`src/rtl/capture_ctrl.sv`:
```
// rtl/capture_ctrl.sv - trigger/capture sequencer for one scope channel
// Optional hysteresis-qualified trigger: define TRIG_HYST_EN.
module capture_ctrl #(
  parameter int DATA_W  = 12,
  parameter int DEPTH   = 640,
  parameter int ADDR_W  = 10,
  parameter int PRE     = 320,
  parameter int AUTO_TO = 4096,
  parameter int HYST    = 16
) (
  input  logic              clock,
  input  logic              reset_n,
  input  logic              sample_en,
  input  logic [DATA_W-1:0] sample_data,
  input  logic [DATA_W-1:0] trig_level,
  input  logic              trig_slope,
  input  logic [1:0]        mode,
  input  logic              hold,
  input  logic              rearm,
  output logic              wr_en,
  output logic [ADDR_W-1:0] wr_addr,
  output logic [DATA_W-1:0] wr_data,
  output logic [ADDR_W-1:0] trig_addr,
  output logic              frame_done,
  output logic              forced,
  output logic [2:0]        state
);

  localparam int CNT_W = $clog2(DEPTH + 1);
  localparam int TO_W  = $clog2(AUTO_TO + 1);

  localparam logic [CNT_W-1:0]  CNT_ONE   = CNT_W'(1);
  localparam logic [CNT_W-1:0]  PRE_LAST  = CNT_W'(PRE - 1);
  localparam logic [CNT_W-1:0]  POST_LAST = CNT_W'(DEPTH - PRE - 2);
  localparam logic [TO_W-1:0]   TO_ONE    = TO_W'(1);
  localparam logic [TO_W-1:0]   TO_LAST   = TO_W'(AUTO_TO - 1);
  localparam logic [TO_W-1:0]   TO_MAX    = TO_W'(AUTO_TO);
  localparam logic [ADDR_W-1:0] PTR_ONE   = ADDR_W'(1);
  localparam logic [ADDR_W-1:0] PTR_LAST  = ADDR_W'(DEPTH - 1);

  // Illegal parameter sets elaborate this empty marker block.
  if (PRE < 1 || PRE > DEPTH - 2 || (2 ** ADDR_W) < DEPTH || HYST < 0) begin : g_bad_params
  end

  typedef enum logic [2:0] {
    S_IDLE    = 3'd0,
    S_PRETRIG = 3'd1,
    S_ARMED   = 3'd2,
    S_POST    = 3'd3,
    S_DONE    = 3'd4
  } state_t;

  state_t            r_state;
  logic [ADDR_W-1:0] r_ptr;
  logic [CNT_W-1:0]  r_pre_cnt;
  logic [CNT_W-1:0]  r_post_cnt;
  logic [TO_W-1:0]   r_to_cnt;
  logic [DATA_W-1:0] r_prev;
  logic              r_prev_valid;
  logic [ADDR_W-1:0] r_trig_pend;
  logic              r_forced_pend;
  logic              r_wr_en;
  logic [ADDR_W-1:0] r_wr_addr;
  logic [DATA_W-1:0] r_wr_data;
  logic [ADDR_W-1:0] r_trig_addr;
  logic              r_frame_done;
  logic              r_forced;

  logic              w_capture;
  logic              w_accept;
  logic              w_cross;
  logic              w_trig;
  logic              w_timeout;
  logic [ADDR_W-1:0] w_ptr_next;

  assign w_capture  = (r_state == S_PRETRIG) || (r_state == S_ARMED) || (r_state == S_POST);
  // A rearm pulse discards the coincident sample so the restart is clean.
  assign w_accept   = sample_en && !hold && !rearm && w_capture;
  assign w_ptr_next = (r_ptr == PTR_LAST) ? '0 : r_ptr + PTR_ONE;
  assign w_cross    = trig_slope
                    ? (r_prev_valid && (r_prev > trig_level) && (sample_data <= trig_level))
                    : (r_prev_valid && (r_prev < trig_level) && (sample_data >= trig_level));
  assign w_timeout  = (mode == 2'b00) && (r_to_cnt >= TO_LAST);

`ifdef TRIG_HYST_EN
  localparam logic [DATA_W:0] HYST_X = (DATA_W + 1)'(HYST);
  localparam logic [DATA_W:0] MAX_X  = {1'b0, {DATA_W{1'b1}}};

  logic              r_hyst_ok;
  logic [DATA_W:0]   w_lvl_x;
  logic [DATA_W:0]   w_lo_x;
  logic [DATA_W:0]   w_hi_x;
  logic              w_rearm_seen;

  // Band edges computed one bit wider so they clamp instead of wrapping.
  assign w_lvl_x      = {1'b0, trig_level};
  assign w_lo_x       = (w_lvl_x >= HYST_X) ? (w_lvl_x - HYST_X) : '0;
  assign w_hi_x       = ((w_lvl_x + HYST_X) > MAX_X) ? MAX_X : (w_lvl_x + HYST_X);
  assign w_rearm_seen = trig_slope ? ({1'b0, sample_data} >= w_hi_x)
                                   : ({1'b0, sample_data} <= w_lo_x);
  assign w_trig       = w_cross && r_hyst_ok;
`else
  assign w_trig       = w_cross;
`endif

  always_ff @(posedge clock or negedge reset_n) begin
    if (!reset_n) begin
      r_state       <= S_IDLE;
      r_ptr         <= '0;
      r_pre_cnt     <= '0;
      r_post_cnt    <= '0;
      r_to_cnt      <= '0;
      r_prev        <= '0;
      r_prev_valid  <= 1'b0;
      r_trig_pend   <= '0;
      r_forced_pend <= 1'b0;
      r_wr_en       <= 1'b0;
      r_wr_addr     <= '0;
      r_wr_data     <= '0;
      r_trig_addr   <= '0;
      r_frame_done  <= 1'b0;
      r_forced      <= 1'b0;
`ifdef TRIG_HYST_EN
      r_hyst_ok     <= 1'b0;
`endif
    end else begin
      r_wr_en      <= w_accept;
      r_frame_done <= 1'b0;
      if (w_accept) begin
        r_wr_data    <= sample_data;
        r_wr_addr    <= r_ptr;
        r_ptr        <= w_ptr_next;
        r_prev       <= sample_data;
        r_prev_valid <= 1'b1;
      end
      if (rearm) begin
        r_state      <= S_PRETRIG;
        r_pre_cnt    <= '0;
        r_post_cnt   <= '0;
        r_to_cnt     <= '0;
        r_prev_valid <= 1'b0;
`ifdef TRIG_HYST_EN
        r_hyst_ok    <= 1'b0;
`endif
      end else if (!hold) begin
        case (r_state)
          S_IDLE: begin
            r_state      <= S_PRETRIG;
            r_pre_cnt    <= '0;
            r_prev_valid <= 1'b0;
          end
          S_PRETRIG: begin
            if (w_accept) begin
              r_pre_cnt <= r_pre_cnt + CNT_ONE;
              if (r_pre_cnt == PRE_LAST) begin
                r_state  <= S_ARMED;
                r_to_cnt <= '0;
`ifdef TRIG_HYST_EN
                r_hyst_ok <= 1'b0;
`endif
              end
            end
          end
          S_ARMED: begin
            if (w_accept) begin
              if (r_to_cnt != TO_MAX) r_to_cnt <= r_to_cnt + TO_ONE;
`ifdef TRIG_HYST_EN
              if (w_rearm_seen) r_hyst_ok <= 1'b1;
`endif
              if (w_trig || w_timeout) begin
                r_trig_pend   <= r_ptr;
                r_forced_pend <= !w_trig;
                r_post_cnt    <= '0;
                r_state       <= S_POST;
              end
            end
          end
          S_POST: begin
            if (w_accept) begin
              r_post_cnt <= r_post_cnt + CNT_ONE;
              if (r_post_cnt == POST_LAST) begin
                r_state      <= S_DONE;
                r_trig_addr  <= r_trig_pend;
                r_forced     <= r_forced_pend;
                r_frame_done <= 1'b1;
              end
            end
          end
          S_DONE: begin
            // Single-shot parks here until rearm; other modes restart on the next strobe.
            if (sample_en && (mode != 2'b10)) begin
              r_state      <= S_PRETRIG;
              r_pre_cnt    <= '0;
              r_prev_valid <= 1'b0;
            end
          end
          default: r_state <= S_IDLE;
        endcase
      end
    end
  end

  assign wr_en      = r_wr_en;
  assign wr_addr    = r_wr_addr;
  assign wr_data    = r_wr_data;
  assign trig_addr  = r_trig_addr;
  assign frame_done = r_frame_done;
  assign forced     = r_forced;
  assign state      = r_state;

endmodule

```
`config.mk`:
```
export PLATFORM = sky130hd
export DESIGN_NAME = capture_ctrl
export DESIGN_NICKNAME = d
export VERILOG_FILES = /design/src/rtl/capture_ctrl.sv
export SDC_FILE = /design/constraint.sdc
export NUM_CORES = 1
export LEC_CHECK = 0
export ABC_CLOCK_PERIOD_IN_PS = 6300
export BUFFER_PORTS_ARGS = -buffer_cell sky130_fd_sc_hd__buf_4
export CAP_MARGIN = 10
export CORE_UTILIZATION = 40
export CTS_BUF_LIST = sky130_fd_sc_hd__clkbuf_4
export DETAILED_ROUTE_END_ITERATION = 8
export PLACE_DENSITY = 0.62
export SKIP_CTS_REPAIR_TIMING = 1
export SYNTH_ARGS = -nofsm -noshare
export SYNTH_HDL_FRONTEND = slang
export SYNTH_SLANG_ARGS = --single-unit
```
`constraint.sdc`:
```
create_clock -name clock -period 6.3 [get_ports clock]
set_input_delay 0.945 -clock clock [delete_from_list [all_inputs] [get_ports clock]]
set_output_delay 0.945 -clock clock [all_outputs]
set_load 0.02 [all_outputs]
```
==> results of run 1 <==
-- cell usage in the layout (no fill, tap or decap), types with 5 or more instances in the layout --
cell / Yosys / layout
a21o_1: 5 / 5
a21oi_1: 32 / 32
a31oi_1: 6 / 6
and3_1: 13 / 13
and4_1: 7 / 7
buf_4: 0 / 71
clkbuf_4: 0 / 10
dfrtp_1: 93 / 93
ha_1: 30 / 30
inv_1: 27 / 27
mux2_2: 42 / 42
nand2_1: 25 / 25
nand2b_1: 8 / 8
nand3_1: 9 / 9
nand4_1: 9 / 9
nor2_1: 41 / 41
nor2b_1: 6 / 6
nor3_1: 12 / 12
o21ai_0: 28 / 28
o31ai_1: 5 / 5
xnor2_1: 8 / 8
xor2_1: 8 / 8
-- stage by stage --
step	hold WS (ns)	worst slack, ns	total power, mW
finish	0.314	3.41	1.66
global route	0.297	3.24	1.78
CTS	0.291	3.45	1.69
detailed placement	0.471	2.91	1.32
global placement	0.467	3.00	1.30
floorplan	0.441	3.33	1.11
-- Yosys cell counts, drive strengths merged, types with 3 or more instances --
master  instances
nand2          25
o21ai          30
nand3          10
nor4b           3
ha             30
a31oi           6
buf             6
nor2b           6
o31ai           5
dfrtp          93
mux2           43
clkbuf          7
a21oi          32
nand2b          8
inv            27
a211oi          4
xor2            8
xnor2           8
nor3           12
and3           13
nor4            3
a21o            5
nand4           9
nor2           41
and4            7
-- kinds of logic (layout without fill, tap and decap cells) --
family,after synthesis,after routing,synth area share
flops,93,93,0.472
xor+xnor,16,16,0.0284
mux,43,43,0.0983
buf+inv,41,115,0.0323
compound gates,107,107,0.141
simple gates,143,143,0.152
fa+ha+maj,30,30,0.0762
-- worst max-delay path: cells and delay by family (launching register included) --
kind                   cells  cell delay (ns)
AOI/OAI and AO/OA          5             1.59
and+or+nand+nor            1             0.34
DFF                        1             0.55
buffers and inverters      1             0.32
-- worst max-delay path by stage --
| stage | from | endpoint | slack (ns) |
|---|---|---|---|
| after floorplan | trig_level[7] | r_trig_pend[1] | 3.33 |
| after global placement | trig_level[7] | r_trig_pend[5] | 3.00 |
| after detailed placement | trig_level[7] | r_trig_pend[4] | 2.91 |
| after CTS | trig_level[7] | r_trig_pend[7] | 3.45 |
| after global routing | state[0] | r_to_cnt[11] | 3.24 |
| final | state[0] | r_to_cnt[12] | 3.41 |
-- layer usage --
| metal | vias to the layer above | track usage | routed length [um] |
|---|---|---|---|
| li1 | 1859 | - | - |
| met1 | 1877 | 0.239 | 4880 |
| met2 | 74 | 0.295 | 5050 |
| met3 | 12 | 0.0471 | 485 |
| met4 | 0 | 0.0596 | 153 |
| met5 | - | 0 | 0 |
-- cell type report --
type | count | area [sq um]
flip-flops and latches | 93 | 2330
clock inverters | 6 | 78.8
clock buffers | 10 | 75.1
inverters | 28 | 105
repair buffers | 71 | 533
multi-input cells | 339 | 2440
fillers | 1131 | 6270
well taps | 147 | 184
-- power breakdown --
group / internal (mW) / leakage [nW] / switching (mW) / total (mW)
clock network: 0.135 / 0.0854 / 0.227 / 0.362
registers: 0.676 / 1.26 / 0.0907 / 0.766
logic: 0.241 / 1.42 / 0.294 / 0.535
-- state kept, by name, summed over array words and instances, names as in the netlist, 3 cells and up --
register,cells
r_trig_pend,10
state,3
wr_data,12
trig_addr,10
wr_addr,10
r_post_cnt,10
r_to_cnt,13
r_ptr,10
r_pre_cnt,10
==> impl_metrics.yaml, run 1 <==
timing:
  finalSetupViolCount: 0
  grt_setup_unrepaired: "false"
  timing_hold_violations_final: 0
  fin_worst_skew_ns: 0.0107
  final_max_slew_viol_count: 0
  clock.fmax_ghz: 0.345
  final_setup_tns_ns: 0
  tightest_slew_ns: 1.04
  period_share: 0.460
  slew_margin_rel: 0.308
  post-route-min-period_ns: 2.89
global_route:
  overflow: 0
  grt_start_max_net_pins: 77
  number_of_global_route_vias_before_repair: 3877
  grt_antenna_before_repair: 0
  grt_first_pass_wirelength_um: 18500
  gr-usage-all-layers: 0.182
setup_path:
  critical-path-top-cell-by-count: "o21ai_0"
  worst_setup_path_end_kind: "register"
  reg2reg_depth: 7
  crit-reg2reg-launch: "state[0]"
  type_of_the_setup_path_with_the_least_slack: "reg2reg"
  path_max_fanout: 15
  worstReg2RegEnd: "r_to_cnt[12]"
  cp_data_required_time_ns: 6.70
  setup.reg_to_reg.worst_slack_ns: 3.41
  cpPeakStageDelay_ns: 0.81
  critical-path-slowest-cell: "a21oi_1"
  timing.critical_path.arrival_ns: 3.29
  path_cells: "clkinv_1 > nand4_1 > a31o_2 > o21ai_0 > a21oi_1 > o21ai_0 > o31ai_1"
  cp-start-kind: "register"
final_layout:
  post-route-util: 0.478
  design_area_sq_um: 5740
  syn_to_final_growth_pct: 16.6
  antenna-diode-count: 0
  finalNetCount: 604
  share_of_final_layout_standard_cells_stronger_than_drive_strength_1: 0.252
  finalNonFillerCells: 694
synthesis:
  ys_async_sr_fraction: 1.00
  synth_edf_count: 0
  synth_ff_type: "dfrtp_1"
  synth.yosys.seq_area_share: 0.472
  synth_top_cell_area_share: 0.472
  yosys.cell_types.count: 55
  synthesis.instances: 473
  synth-warning-count: 0
  post_synth.cell_area_avg_sq_um: 10.4
  post_synth_main_area_contributors: "dfrtp_1 (47%), mux2_2 (9.6%), ha_1 (7.6%)"
  syn-num-nets: 535
  synth_seq_cells: 93
  synthesis.area_sq_um: 4930
  yosysTopAreaCell: "dfrtp_1"
floorplan:
  boundary_pin_count: 70
  initial_core_utilization: 0.410
  design.core.area_sq_um: 12000
  dieWidth_um: 113
  die_h_um: 113
  die_outline_area_sq_um: 12800
  placement_rows: 40
route:
  detail_route.iter0.violations: 185
  ant_nets: 0
  drc_errors: 0
  route.vias.total: 3822
  routed_via_density: 5.51
  detail_route.wl_per_cell_um: 15.2
  detail_route.wirelength_um: 10600
  drt-pass1-iter-count: 4
clocking:
  cts_root_buffer: "clkbuf_4"
  clk_pin_slew_worst_paths_ns: 0.16
  cts_made_buffers: 9
  cts.sink_count: 93
  tritoncts: "done"
  cts_htree_levels: 3
  clock_latency_ns: 0.48
  clk_path_buf_depth: 2
power:
  p_per_area_nw_per_um2: 290
  vdd.ir_drop.worst_v: 0.000240
  leakage_power_nw: 2.77
placed_design:
  gp_routability_congestion: 0.802
  dpl_cell_area_sq_um: 5590
  place_inst: 678
  dp.final_hpwl_um: 7590
  buffer_ports.inserted: 69
flow_run:
  cap_violations: 0
min_path:
  min-delay-path-class: "in2async"
outcome:
  outcome: "complete, no violations"
Power figures use the tool's default switching activity.
==> run 2: changes to the inputs <==
ABC_CLOCK_PERIOD_IN_PS = 2800   (was 6300)
clock period = 2.8 ns   (was 6.3 ns; I/O delays follow)
==> run 2 against run 1 <==
Effect of this change: first-iteration DRC count up 5.9%; cell area is 1.4% higher; cell count rose by 1.7%; fmax is 15% higher; critical path depth up 2; clock-buffer cell count shrank 1; clock power increased by 99%; sequential share of layout area is 0.57 points lower; die area unchanged; register-to-register slack lost 3.1 ns.
==> impl_metrics.yaml, run 2 (synthesis gave the netlist of run 1 again) <==
outcome:
  outcome: "complete, no violations"
global_route:
  grt_use_met3: 0.0514
  gr-usage-all-layers: 0.185
  gr-usage-met1: 0.243
  grt_use_met2: 0.297
  grt_first_pass_wirelength_um: 18800
  global_route.peak_usage_layer: "met2"
  grt_antenna_before_repair: 0
  number_of_global_route_vias_before_repair: 3966
  overflow: 0
  grt_start_max_net_pins: 58
route:
  routed_via_density: 5.46
  detail_route.iter0.violations: 196
  detail_route.wl_per_cell_um: 15.1
  detail_route.wirelength_um: 10600
  ant_nets: 0
  drt-pass1-iter-count: 4
  drc_errors: 0
  route.vias.total: 3857
power:
  vdd.ir_drop.worst_v: 0.000367
  power_frac_seq: 0.468
  power.share.combinational: 0.337
  p_per_area_nw_per_um2: 633
  leakage_power_nw: 2.82
  switching_share: 0.376
  p_int_mw: 2.30
  share_clk_of_total_power: 0.195
  net-switching-power_mw: 1.39
final_layout:
  top_register: "r_to_cnt"
  share_of_final_layout_standard_cells_stronger_than_drive_strength_1: 0.265
  syn_to_final_growth_pct: 18.3
  layout.cells.most_common_list: "dfrtp_1 (93), buf_4 (81), mux2_2 (42)"
  commonest_non_fill_non_tap_cell_in_the_layout: "dfrtp_1"
  finalNetCount: 616
  antenna-diode-count: 0
  largest_register_ffs: 13
timing:
  final_max_slew_viol_count: 0
  finalHoldWorstSlack_ns: 0.155
  grt_setup_unrepaired: "false"
  final_setup_tns_ns: 0
  post-route-min-period_ns: 2.51
  tightest_slew_ns: 0.610
  clock.fmax_ghz: 0.398
  finalSetupViolCount: 0
  period_share: 0.896
  fin_worst_skew_ns: 0.0290
  timing_hold_violations_final: 0
  slew_margin_rel: 0.590
min_path:
  whs_path_depth: 3
  min-delay-path-class: "in2reg"
setup_path:
  worstPathBufferInverterCount: 1
  cp-start-kind: "register"
  family_of_cells_with_the_greatest_summed_delay_on_the_critical_path: "compound AO/OA/AOI/OAI gates"
  critical-path-slowest-cell: "dfrtp_1"
  reg2reg_depth: 9
  timing.critical_path.arrival_ns: 2.87
  worst-path-stages: 9
  path_cells: "ha_1 > a21oi_1 > o21ai_0 > a21oi_1 > and4_1 > a21oi_1 > a221oi_4 > buf_4 > mux2_2"
  critical-path-top-cell-by-count: "a21oi_1"
  path_max_fanout: 10
  cp_data_required_time_ns: 3.16
  worst_setup_path_end_kind: "register"
  cpPeakStageDelay_ns: 0.44
  type_of_the_setup_path_with_the_least_slack: "reg2reg"
clocking:
  cts.sink_count: 93
  clock_latency_ns: 0.48
  clk_path_buf_depth: 2
  clk_pin_slew_worst_paths_ns: 0.17
  cts_root_buffer: "clkbuf_4"
  tritoncts: "done"
  cts_htree_levels: 3
  cts_made_buffers: 9
placed_design:
  dp.final_hpwl_um: 7730
  buffer_ports.inserted: 69
  gp_routability_congestion: 0.802
flow_run:
  cap_violations: 0
floorplan:
  dieWidth_um: 113
  initial_core_utilization: 0.410
  die_outline_area_sq_um: 12800
  design.core.area_sq_um: 12000
  placement_rows: 40
  boundary_pin_count: 70
  die_h_um: 113
## run 2: changes by cell type in the layout (fill, tap and decap cells not counted), sizes merged
cell / previous run / this run
dlygate4sd3: 0 / 1
clkbuf: 10 / 9
clkinv: 2 / 3
buf: 71 / 82
inv: 31 / 32
bufinv: 1 / 0
## run 2: per-stage QoR
stage | power [mW] | worst slack (ns) | utilization | std cells | area (sq um)
floorplan | 2.49 | 0.349 | - | 473 | 4930
global placement | 2.97 | 0.227 | 0.473 | 689 | 5690
detailed placement | 3.01 | 0.188 | 0.473 | 689 | 5690
CTS | 3.74 | 0.294 | 0.484 | 705 | 5820
global route | 3.96 | 0.0687 | 0.485 | 706 | 5830
finish | 3.69 | 0.290 | 0.485 | 706 | 5830
## run 2: cell type report
type | count | area [sq um]
Clock buffer | 9 | 67.6
Clock inverter | 7 | 63.8
Fill cell | 1125 | 6180
Inverter | 28 | 105
Multi-Input combinational cell | 339 | 2440
Sequential cell | 93 | 2330
Tap cell | 147 | 184
Timing Repair Buffer | 83 | 638
## run 2: worst paths after layout
check	start	endpoint	slack [ns]
min reg2reg	r_post_cnt[9]	r_post_cnt[9]	0.50
max	wr_data[7]	r_trig_pend[3]	0.29
max reg2reg	wr_data[7]	r_trig_pend[3]	0.29
min	sample_data[0]	wr_data[0]	0.15
min in group asynchronous	reset_n	wr_data[10]	0.44
max in group asynchronous	reset_n	frame_done	1.67
## run 2: worst register-to-register path: stages (launching register included)
cell and delay [ns]:
dfrtp_1 0.44, ha_1 0.31, a21oi_1 0.14, o21ai_0 0.10, a21oi_1 0.22, and4_1 0.25, a21oi_1 0.09, a221oi_4 0.27
buf_4 0.23, mux2_2 0.36
## run 2: per-layer routing
metal	vias to the layer above	share of wire
met3	13	0.040
met1	1895	0.49
met4	0	0.013
li1	1886	-
met5	-	0
met2	63	0.46
## run 2: power by group through the flow
stage               Clock, mW  Combinational [mW]  Sequential (mW)
global placement            0                1.23             1.74
detailed placement          0                1.25             1.75
CTS                     0.753                1.26             1.73
finish                  0.719                1.25             1.73
floorplan                   0               0.648             1.84
global route            0.810                1.39             1.76
==> run 3: changes to the inputs <==
CTS_BUF_LIST = default   (was sky130_fd_sc_hd__clkbuf_4)
CTS_CLUSTER_DIAMETER = 30   (was default)
GPL_TIMING_DRIVEN = 0   (was default)
==> run 3 against run 2 <==
Effect of this change: utilization is 1.4 points higher; combinational power is essentially flat; critical path depth stayed put; clock-buffer cell count increased by 1; routed wire length up 1.7%; non-clock buffer count is 2 higher; first-iteration DRC count up 18%; power increased by 13%; die area unchanged; sequential power shrank 3%; via count grew 0.39%.
==> impl_metrics.yaml, run 3 (synthesis gave the netlist of run 1 again) <==
timing:
  fin_worst_skew_ns: 0.00953
  setup_ws_post_layout_ns: 0.251
  finalHoldWorstSlack_ns: 0.284
  slew_margin_rel: 0.498
  finalSetupViolCount: 0
  final_max_slew_viol_count: 0
  period_share: 0.910
  timing_hold_violations_final: 0
  tightest_slew_ns: 0.752
  grt_setup_unrepaired: "false"
  post-route-min-period_ns: 2.55
  clock.fmax_ghz: 0.392
clocking:
  cts_made_buffers: 9
  cts.sink_count: 93
  cts_root_buffer: "clkbuf_16"
  tritoncts: "done"
  clk_path_buf_depth: 2
  clk_pin_slew_worst_paths_ns: 0.07
  clock_latency_ns: 0.35
  cts_htree_levels: 3
floorplan:
  die_h_um: 113
  design.core.area_sq_um: 12000
  boundary_pin_count: 70
  placement_rows: 40
  initial_core_utilization: 0.410
  die_outline_area_sq_um: 12800
  dieWidth_um: 113
route:
  detail_route.wl_per_cell_um: 15.3
  ant_nets: 0
  detail_route.wirelength_um: 10800
  detail_route.iter0.violations: 232
  drc_errors: 0
  drt-pass1-iter-count: 4
  route.vias.total: 3872
  routed_via_density: 5.47
final_layout:
  antenna-diode-count: 0
  finalNetCount: 618
  layout.cells.most_common_list: "dfrtp_1 (93), buf_4 (69), mux2_2 (42)"
  share_of_final_layout_standard_cells_stronger_than_drive_strength_1: 0.255
  syn_to_final_growth_pct: 21.6
  commonest_non_fill_non_tap_cell_in_the_layout: "dfrtp_1"
  largest_register_ffs: 13
  design_area_sq_um: 5990
  top_register: "r_to_cnt"
setup_path:
  path_max_fanout: 10
  cp_data_required_time_ns: 3.03
  reg2reg_depth: 9
  cp-start-kind: "register"
  type_of_the_setup_path_with_the_least_slack: "reg2reg"
  timing.critical_path.arrival_ns: 2.78
  worst_setup_path_end_kind: "register"
global_route:
  grt_first_pass_wirelength_um: 18600
  number_of_global_route_vias_before_repair: 3877
  overflow: 0
  gr-usage-all-layers: 0.182
  grt_antenna_before_repair: 0
  grt_start_max_net_pins: 94
placed_design:
  dp.final_hpwl_um: 7860
  detailedPlace.worstSlack_ns: -0.129
  dpl_cell_area_sq_um: 5630
  buffer_ports.inserted: 69
  gp_routability_congestion: 0.825
power:
  p_per_area_nw_per_um2: 697
  leakage_power_nw: 2.88
  vdd.ir_drop.worst_v: 0.000350
min_path:
  min-delay-path-class: "in2reg"
  whs_path_depth: 3
flow_run:
  cap_violations: 0
outcome:
  outcome: "complete, no violations"
## run 3: changes by cell type in the layout (fill, tap and decap cells not counted), moves of 2 or more
| cell | previous run | this run |
|---|---|---|
| buf_1 | 0 | 2 |
| buf_2 | 0 | 4 |
| buf_4 | 81 | 69 |
| clkbuf_1 | 0 | 6 |
| clkbuf_16 | 0 | 9 |
| clkbuf_4 | 9 | 0 |
## run 3: path summary, 6_finish.rpt
path	slack [ns]	end	from
setup / recovery	0.25	r_trig_pend[0]	wr_data[5]
hold / removal	0.28	wr_data[0]	sample_data[0]
setup reg to reg	0.25	r_trig_pend[0]	wr_data[5]
hold reg to reg	0.49	r_post_cnt[9]	r_post_cnt[9]
max in group asynchronous	1.62	trig_addr[4]	reset_n
min in group asynchronous	0.52	r_pre_cnt[4]	reset_n
## run 3: layout make-up
class,instances,area (sq um)
Buffer,13,55.1
Clock buffer,10,239
Clock inverter,6,65.1
Fill cell,1136,6020
Inverter,28,105
Multi-Input combinational cell,339,2440
Sequential cell,93,2330
Tap cell,147,184
Timing Repair Buffer,72,576
## run 3: per-layer routing
layer | vias up | track usage | part of all wire
met5 | - | 0 | 0
li1 | 1881 | - | -
met3 | 11 | 0.0493 | 0.044
met1 | 1885 | 0.245 | 0.47
met4 | 0 | 0.0491 | 0.0085
met2 | 95 | 0.291 | 0.47
## run 3: power breakdown
part | total [mW] | leakage [nW] | switching, mW | internal (mW)
combinational | 1.27 | 1.47 | 0.714 | 0.559
clock | 1.22 | 0.150 | 0.569 | 0.653
sequential | 1.68 | 1.26 | 0.161 | 1.52
total | 4.18 | 2.88 | 1.44 | 2.73
## run 3: critical path, cell delays in order, from the launching register on
cell and delay, ns:
dfrtp_1 0.40, ha_1 0.30, a21oi_1 0.16, o21ai_0 0.10, a21oi_1 0.22, nand3_2 0.15, xnor2_1 0.49, a221oi_4 0.13
buf_12 0.19, mux2_1 0.30
## run 3: metrics by stage
stage | util | TNS [ns] | power [mW] | cells
after global placement | 0.469 | -0.885 | 2.95 | 689
after global routing | 0.499 | 0 | 4.45 | 708
after detailed placement | 0.469 | -1.14 | 2.98 | 689
after CTS | 0.494 | 0 | 4.22 | 705
after floorplan | - | 0 | 2.49 | 473
final | 0.499 | 0 | 4.18 | 708
